$ cat config.mk
export PLATFORM = sky130hd
export DESIGN_NAME = jtbubl_snd_comm
export DESIGN_NICKNAME = d
export VERILOG_FILES = /design/src/rtl/jtbubl_snd_comm.sv
export SDC_FILE = /design/constraint.sdc
export NUM_CORES = 1
export LEC_CHECK = 0
export ABC_AREA = 1
export CAP_MARGIN = 0
export CORE_MARGIN = 1.5
export CORE_UTILIZATION = 50
export DETAILED_ROUTE_END_ITERATION = 12
export DONT_BUFFER_PORTS = 1
export HOLD_SLACK_MARGIN = 0.1
export PLACE_DENSITY_LB_ADDON = 0.15
export SYNTH_ARGS = -nofsm -noshare
export SYNTH_HDL_FRONTEND = slang
export SYNTH_SLANG_ARGS = --single-unit
$ cat constraint.sdc
create_clock -name clk -period 3.2 [get_ports clk]
set_clock_uncertainty 0.1 [all_clocks]
set_input_delay 0.8 -clock clk [delete_from_list [all_inputs] [get_ports clk]]
set_output_delay 0.8 -clock clk [all_outputs]
set_load 0.02 [all_outputs]
$ cat src/rtl/jtbubl_snd_comm.sv
// jtbubl_snd_comm
//   Main-CPU side of the main/sound command link. Command bytes written by the
//   main CPU are queued in a small FIFO and handed to the sound CPU one at a
//   time; the next byte only goes out after the sound CPU has taken the
//   previous one (snd_flag round trip). Replies from the sound CPU are captured
//   into a reply register with a pending flag and an optional interrupt. The
//   block also owns the sound-CPU reset line.
//
// Ports
//   clk, rst               system clock, synchronous active-high reset
//   cs, addr, rd_n, wr_n   main-CPU bus access (strobes active low)
//   cpu_dout               main-CPU write data
//   dout                   registered read data
//   snd_latch, snd_stb     command byte to the sound CPU and its 1-cycle strobe
//   snd_flag               sound CPU has a command pending (not yet read)
//   main_latch, main_stb   reply byte from the sound CPU and its strobe
//   main_flag              reply pending for the main CPU
//   int_n                  main-CPU interrupt, active low
//   snd_rstn               sound-CPU reset, active low
module jtbubl_snd_comm #(
   parameter int unsigned FIFO_AW = 2,
   parameter int unsigned TOUT    = 15
) (
   input  logic       clk,
   input  logic       rst,
   input  logic       cs,
   input  logic [1:0] addr,
   input  logic       rd_n,
   input  logic       wr_n,
   input  logic [7:0] cpu_dout,
   output logic [7:0] dout,
   output logic [7:0] snd_latch,
   output logic       snd_stb,
   input  logic       snd_flag,
   input  logic [7:0] main_latch,
   input  logic       main_stb,
   output logic       main_flag,
   output logic       int_n,
   output logic       snd_rstn
);

   localparam int unsigned Depth = 2 ** FIFO_AW;
   localparam int unsigned CntW  = $clog2(TOUT + 1);
   localparam logic [FIFO_AW:0] FullCnt = (FIFO_AW + 1)'(Depth);

   typedef enum logic [1:0] {StIdle, StSend, StAck, StDrain} state_e;

   state_e              state_q, state_d;
   logic [CntW-1:0]     tcnt_q, tcnt_d;

   logic                wr_l_q, rd_l_q;
   logic                wr_start, rd_start;
   logic                irq_en_q, cmd_ovf_q, rep_lost_q;
   logic [7:0]          reply_q, latch_q;

   logic [7:0]          mem [Depth];
   logic [FIFO_AW-1:0]  wr_ptr_q, rd_ptr_q;
   logic [FIFO_AW:0]    count_q;
   logic                empty, full;
   logic                push_req, push_ok, pop, flush, ovf_set;
   logic                ctrl_wr;

   // Side effects fire only on the first cycle of an access.
   assign wr_start = cs & ~wr_n & ~wr_l_q;
   assign rd_start = cs & ~rd_n & ~rd_l_q;
   assign ctrl_wr  = wr_start & (addr == 2'd1);

   assign empty    = (count_q == '0);
   assign full     = (count_q == FullCnt);

   // Holding the sound CPU in reset keeps the queue empty.
   assign flush    = (wr_start & (addr == 2'd2)) | ~snd_rstn;
   // A SEND whose byte was flushed away ends without a strobe.
   assign pop      = (state_q == StSend) & ~empty & snd_rstn;
   assign push_req = wr_start & (addr == 2'd0);
   // A pop in the same cycle frees a slot, so a full FIFO still accepts.
   assign push_ok  = push_req & (~full | pop);
   assign ovf_set  = push_req & full & ~pop;

   assign snd_stb   = pop;
   assign snd_latch = pop ? mem[rd_ptr_q] : latch_q;
   assign int_n     = ~(irq_en_q & main_flag);

   always_ff @(posedge clk) begin
      if (push_ok) mem[wr_ptr_q] <= cpu_dout;
   end

   always_ff @(posedge clk) begin
      if (rst || flush) begin
         wr_ptr_q <= '0;
         rd_ptr_q <= '0;
         count_q  <= '0;
      end else begin
         if (push_ok) wr_ptr_q <= wr_ptr_q + FIFO_AW'(1);
         if (pop)     rd_ptr_q <= rd_ptr_q + FIFO_AW'(1);
         if (push_ok && !pop)      count_q <= count_q + (FIFO_AW + 1)'(1);
         else if (!push_ok && pop) count_q <= count_q - (FIFO_AW + 1)'(1);
      end
   end

   always_comb begin
      state_d = state_q;
      tcnt_d  = tcnt_q;
      if (!snd_rstn) begin
         state_d = StIdle;
      end else begin
         unique case (state_q)
            StIdle:  if (!empty && !snd_flag) state_d = StSend;
            StSend: begin
               if (empty) begin
                  state_d = StIdle;
               end else begin
                  state_d = StAck;
                  tcnt_d  = '0;
               end
            end
            StAck: begin
               if (snd_flag) begin
                  state_d = StDrain;
               end else if (tcnt_q >= CntW'(TOUT - 1)) begin
                  // Counter reaches TOUT on this edge; the popped byte is given up.
                  state_d = StIdle;
                  tcnt_d  = CntW'(TOUT);
               end else begin
                  tcnt_d  = tcnt_q + CntW'(1);
               end
            end
            StDrain: if (!snd_flag) state_d = StIdle;
            default: state_d = StIdle;
         endcase
      end
   end

   always_ff @(posedge clk) begin
      if (rst) begin
         state_q    <= StIdle;
         tcnt_q     <= '0;
         wr_l_q     <= 1'b0;
         rd_l_q     <= 1'b0;
         latch_q    <= 8'h00;
         snd_rstn   <= 1'b0;
         irq_en_q   <= 1'b0;
         cmd_ovf_q  <= 1'b0;
         rep_lost_q <= 1'b0;
         reply_q    <= 8'h00;
         main_flag  <= 1'b0;
         dout       <= 8'hFF;
      end else begin
         state_q <= state_d;
         tcnt_q  <= tcnt_d;
         wr_l_q  <= cs & ~wr_n;
         rd_l_q  <= cs & ~rd_n;
         if (pop) latch_q <= mem[rd_ptr_q];

         if (ctrl_wr) begin
            snd_rstn <= ~cpu_dout[0];
            irq_en_q <= cpu_dout[1];
            if (cpu_dout[7]) begin
               cmd_ovf_q  <= 1'b0;
               rep_lost_q <= 1'b0;
            end
         end
         if (ovf_set) cmd_ovf_q <= 1'b1;

         // A new reply wins over a simultaneous read of the reply register.
         if (main_stb) begin
            reply_q   <= main_latch;
            main_flag <= 1'b1;
            if (main_flag) rep_lost_q <= 1'b1;
         end else if (rd_start && addr == 2'd0) begin
            main_flag <= 1'b0;
         end

         unique case (addr)
            2'd0:    dout <= reply_q;
            2'd1:    dout <= {~snd_rstn, irq_en_q, rep_lost_q, cmd_ovf_q,
                              full, empty, snd_flag, main_flag};
            default: dout <= 8'hFF;
         endcase
      end
   end

endmodule
# After elaboration in Yosys (flattened, before gate mapping)
# Memory sizes are Yosys's and may differ from the RTL's. A register that Yosys moved wholly into a read port is not among the register bits.
# Index checks and enable logic that the tools add are counted.
# op_classes
mux	27
n_bitwise	25
addsub	5
reduce_logical	21
order_cmp	1
n_eq_ne	11
# op_table
op	count
8-bit one-hot mux with 2 select lines	1
2-bit 2-to-1 mux	7
1-bit AND	13
4-bit 2-to-1 mux	3
1-bit 2-to-1 mux	11
1-bit inverter	10
2-bit nonzero test	5
8-bit 2-to-1 mux	1
2-bit != test, second input constant	4
2-bit one-hot mux with 4 select lines	1
4-bit one-hot mux with 2 select lines	1
2-bit == test, second input constant	3
3-bit 2-to-1 mux	2
2-bit by 1-bit adder with 2-bit output, second input constant	2
4-bit by 1-bit adder with 4-bit output, second input constant	1
2-bit by 1-bit == test with 1-bit output, second input constant	2
4-bit >= comparator, second input constant	1
1-bit logical AND	4
1-bit zero test	4
2-bit zero test	2
4-bit AND reduction	1
3-bit by 1-bit adder with 3-bit output, second input constant	1
3-bit == test, second input constant	1
3-bit zero test	1
7 further kinds	8
# word_totals
register_bits	44
output_inout_bits	20
mem_count	1
elab_cells	106
input_bits	25
mem_bits_rw	32
# memory_table
memory	words	width	rd	rd_clocked_by_memory_dff	write_ports	line	text
mem	4	8	1	1	1	56	logic [7:0] mem [Depth];

# Longest topological paths before layout
# depth
depth_word	10
mapped_depth	14
depth_no_buf	14

# Least setup slack after synthesis
# OpenSTA, ideal clock, no wires.
# synth_timing
path_type	in2reg
startpoint	input addr[0]
endpoint	register count_q[2]
arrival_time_ns	2.313
path_slack_ns	0.674
cell_stages	12
setup_time_ns	0.113
required_time_ns	2.987
n_path_buf	0
path_cell_list	inv_1 -> nand2_1 -> nor2_4 -> nand2_2 -> inv_1 -> ha_1 -> inv_1 -> fa_1 -> o21ai_0 -> nand2_1 -> nand2_1 -> nor2_1
# synth_via
elab_chain_cells	6
word_cells_on_any_way	12
classes_between	eq/ne: 1; mux: 1; bitwise: 4; reduce/logical: 6
# synth_rtl
item	line	text
from (decl)	27	input logic [1:0] addr,
2-bit zero test (*)	75	assign push_req = wr_start & (addr == 2'd0);
1-bit AND (*)	75	
1-bit AND (*)	77	assign push_ok = push_req & (~full | pop);
net push_ok	60	logic push_req, push_ok, pop, flush, ovf_set;
1-bit zero test	97	else if (!push_ok && pop) count_q <= count_q - (FIFO_AW + 1)'(1);
1-bit logical AND	97	
2-bit nonzero test (no source line)	-	
to (signal assigned)	96	if (push_ok && !pop) count_q <= count_q + (FIFO_AW + 1)'(1);
to (signal assigned)	97	
to (decl)	58	logic [FIFO_AW:0] count_q;
# The timed path passes the listed nets; every way through them passes the cells marked *.
# A chain may end at the register's enable or synchronous reset.

# Worst setup path after layout
# layout_timing
startpoint	register snd_rstn
endpoint	output snd_latch[7]
# layout_via
elab_chain_cells	2
# layout_rtl
item	line	text
from (decl)	39	output logic snd_rstn
from (signal assigned)	156	snd_rstn <= ~cpu_dout[0];
1-bit AND	74	assign pop = (state_q == StSend) & ~empty & snd_rstn;
net snd_stb	33	output logic snd_stb,
8-bit 2-to-1 mux	-	
to (decl)	32	output logic [7:0] snd_latch,
# The timed path passes the listed nets, and every way through them passes these cells.

==> results.py <==
metrics = {
    "worst_setup_path": {
        "end_kind": "output pin",
        "path_buf_inv": 1,
        "crit_path_frequent_cell": "nand2_1",
        "arrival_ns": 1.77,
        "critPathMaxStageDelay_ns": 0.57,
        "cpLargestDelayFamily": "simple AND/OR/NAND/NOR gates",
        "critPathLaunchType": "register",
        "path_cells": "nand3_4 > clkinv_4 > nand2_1 > nand2_1",
        "crit_fanout": 16,
        "r2r-start": "snd_rstn",
        "path_class": "register to output pin",
        "critPathLaunch": "snd_rstn",
        "cpMaxStageDelayCell": "dfxtp_1",
        "required_ns": 2.30,
    },
    "outcome": {
        "status": "finished clean",
    },
    "cells_and_area": {
        "antenna_cells": 0,
        "area_growth_pct": 7.07,
        "fin_util_pct": 55.8,
        "filler_cell_count": 595,
        "drive_gt1_share_pct": 12.5,
        "seqCellArea_um2": 1880,
        "final_net_count": 412,
        "multi_input_area_um2": 1230,
    },
    "clock_tree": {
        "path_clk_slew_ns": 0.07,
        "clock-root-buffer": "clkbuf_8",
        "cts_num_sinks": 78,
        "tritoncts": "yes",
        "cts_hold_buf": 0,
        "insertion_delay_ns": 0.34,
        "clock_path_buffers": 2,
        "cts_setup_buffers": 0,
        "cts_resized": 0,
        "cts_buffers": 9,
        "h-tree-depth": 3,
    },
    "floorplanning": {
        "core_um2": 6390,
        "dieArea_um2": 7150,
        "die-height_um": 84.6,
        "io_pins": 45,
        "die_w_um": 84.6,
        "rows": 29,
        "start_util_pct": 52.1,
    },
    "global_routing": {
        "gr-total-overflow": 0,
        "grt_pass1_vias": 2246,
        "grt_pass1_wl_um": 10700,
        "antenna_found_initial": 0,
        "grt_use_total_pct": 19.4,
        "grt_max_degree": 22,
    },
    "logic_synthesis": {
        "yosysUniqueCellTypes": 30,
        "postSynthAreaPerCell_um2": 8.97,
        "syn_area_um2": 3330,
        "synth_cells": 371,
        "syn_nets": 404,
        "ys_seq_elements": 78,
        "ys.warnings.count": 0,
        "ys_seq_area_share_pct": 56.6,
    },
    "timing": {
        "setup_viol": 0,
        "rsz0062_at_grt": "false",
        "drv_slew": 0,
        "fmax_mhz": 375,
        "hold_viol": 0,
        "timing.final.crit_share_pct": 83.4,
        "slew_headroom_pct": 72.5,
        "tightest_slew_ns": 0.413,
        "layout_min_cycle_time_ns": 2.67,
        "fin_setup_tns_ns": 0,
    },
    "detailed_routing": {
        "routedWlPerCell_um": 14.0,
        "ant_nets": 0,
        "via_count": 2399,
        "viasPerCell": 5.20,
        "drt_first_pass_iters": 4,
        "drc_errors": 0,
        "drtIter0Drc": 116,
        "wl_um": 6450,
    },
    "power": {
        "p_per_area_nw_per_um2": 490,
        "swShare_pct": 21.3,
        "p_seq_share_pct": 61.3,
        "peakVddDrop_uv": 282,
        "p_sw_mw": 0.372,
        "intPower_mw": 1.37,
        "p_clk_share_pct": 35.8,
        "p_leak_nw": 1.43,
        "p_comb_share_pct": 2.8,
    },
    "placed_design": {
        "io_buffers": 0,
        "dp_hpwl_um": 4500,
        "gp_congestion": 0.855,
    },
    "worst_hold_path": {
        "worst_hold_startpoint": "latch_q[7]",
        "hold_class": "register to register",
    },
    "run": {
        "drv_cap": 0,
    },
}
==> power by group through the flow <==
stage | Sequential (mW) | Clock, mW | Combinational [mW]
after global placement | 1.09 | 0 | 0.0484
after floorplan | 1.09 | 0 | 0.0436
after detailed placement | 1.09 | 0 | 0.0497
after global routing | 1.07 | 0.687 | 0.0570
final | 1.07 | 0.625 | 0.0497
after CTS | 1.07 | 0.640 | 0.0498
==> state kept, by name, summed over array words and instances (netlist names), named ones only <==
signal	count
wr_l_q	1
state_q	2
main_flag	1
count_q	3
latch_q	8
dout	8
rd_l_q	1
cmd_ovf_q	1
rd_ptr_q	2
wr_ptr_q	2
snd_rstn	1
tcnt_q	4
rep_lost_q	1
reply_q	8
irq_en_q	1
mem	32
==> Yosys cell counts (all sizes together) <==
library cell	instances	share of area [%]
xor2	2	0.53
clkbuf	4	0.83
nor2	75	9.1
a21oi	24	4.4
buf	7	1.7
fa	1	0.60
edfxtp	32	29
o211ai	1	0.23
clkinv	2	0.38
dfxtp	46	28
or2	1	0.19
nand3	9	1.7
inv	33	3.7
o22ai	6	1.1
nand2	79	9.8
ha	7	2.6
a31oi	1	0.19
o21ai	36	5.5
nor3	5	0.75
==> final cells by class <==
type                            instances  share of cell area (%)
Clock inverter                          1                   0.140
Clock buffer                           15                    4.39
Sequential cell                        78                    52.8
Tap cell                               77                    2.70
Multi-Input combinational cell        247                    34.4
Timing Repair Buffer                    8                    1.69
Inverter                               35                    3.83
==> worst reg2reg max path, stage by stage (launching register included) <==
cell and delay [ns]:
dfxtp_1 0.57, nand3_4 0.30, nand2_1 0.25, nand2_2 0.11, inv_1 0.07, ha_1 0.13, inv_1 0.06, fa_1 0.37
a21oi_1 0.15, o21ai_0 0.12, nor2_1 0.10, nor2_1 0.05
==> per-layer routing <==
layer / up-vias / GRT usage [%] / part of all wire, %
met2: 40 / 30.3 / 47
met5: - / 0 / 0
li1: 1217 / - / -
met4: 0 / 7.04 / 1.3
met3: 9 / 6.00 / 5.0
met1: 1133 / 25.5 / 46
==> cell families after synthesis <==
| kind of cell | count (synthesis) | synth area share (%) |
|---|---|---|
| fa+ha+maj | 8 | 3.23 |
| compound gates | 68 | 11.5 |
| flops | 78 | 56.6 |
| simple gates | 169 | 21.6 |
| xor+xnor | 2 | 0.527 |
| buf+inv | 46 | 6.58 |
==> through the flow <==
stage               hold WS [ns]  setup slack, ns  instance area [um^2]  instances  power (mW)
global route               0.380            0.368                  3560        461        1.82
detailed placement         0.361            0.555                  3400        445        1.14
CTS                        0.372            0.497                  3560        461        1.76
floorplan                  0.341            0.674                  3330        371        1.13
finish                     0.371            0.532                  3560        461        1.74
global placement           0.358            0.618                  3400        445        1.14
==> path summary, 6_finish.rpt <==
kind | to | slack, ns | cells after the start
setup / recovery | snd_latch[7] | 0.53 | 4
hold / removal | latch_q[7] | 0.37 | 2
setup reg to reg | count_q[2] | 0.72 | 11
hold reg to reg | latch_q[7] | 0.37 | 2
==> placed cells by master, fill, tap and decap left out, types with 2 or more instances in the layout <==
master    count
nor2_1       72
nand2_1      67
dfxtp_1      46
o21ai_0      35
edfxtp_1     32
inv_1        30
a21oi_1      17
nand2_2      12
clkbuf_8     10
nand3_1       8
buf_4         8
a21oi_2       7
ha_1          7
o22ai_1       6
nor3_1        5
clkbuf_1      5
inv_2         3
nor2_4        3
xor2_1        2
(Power assumes the default switching activity.)
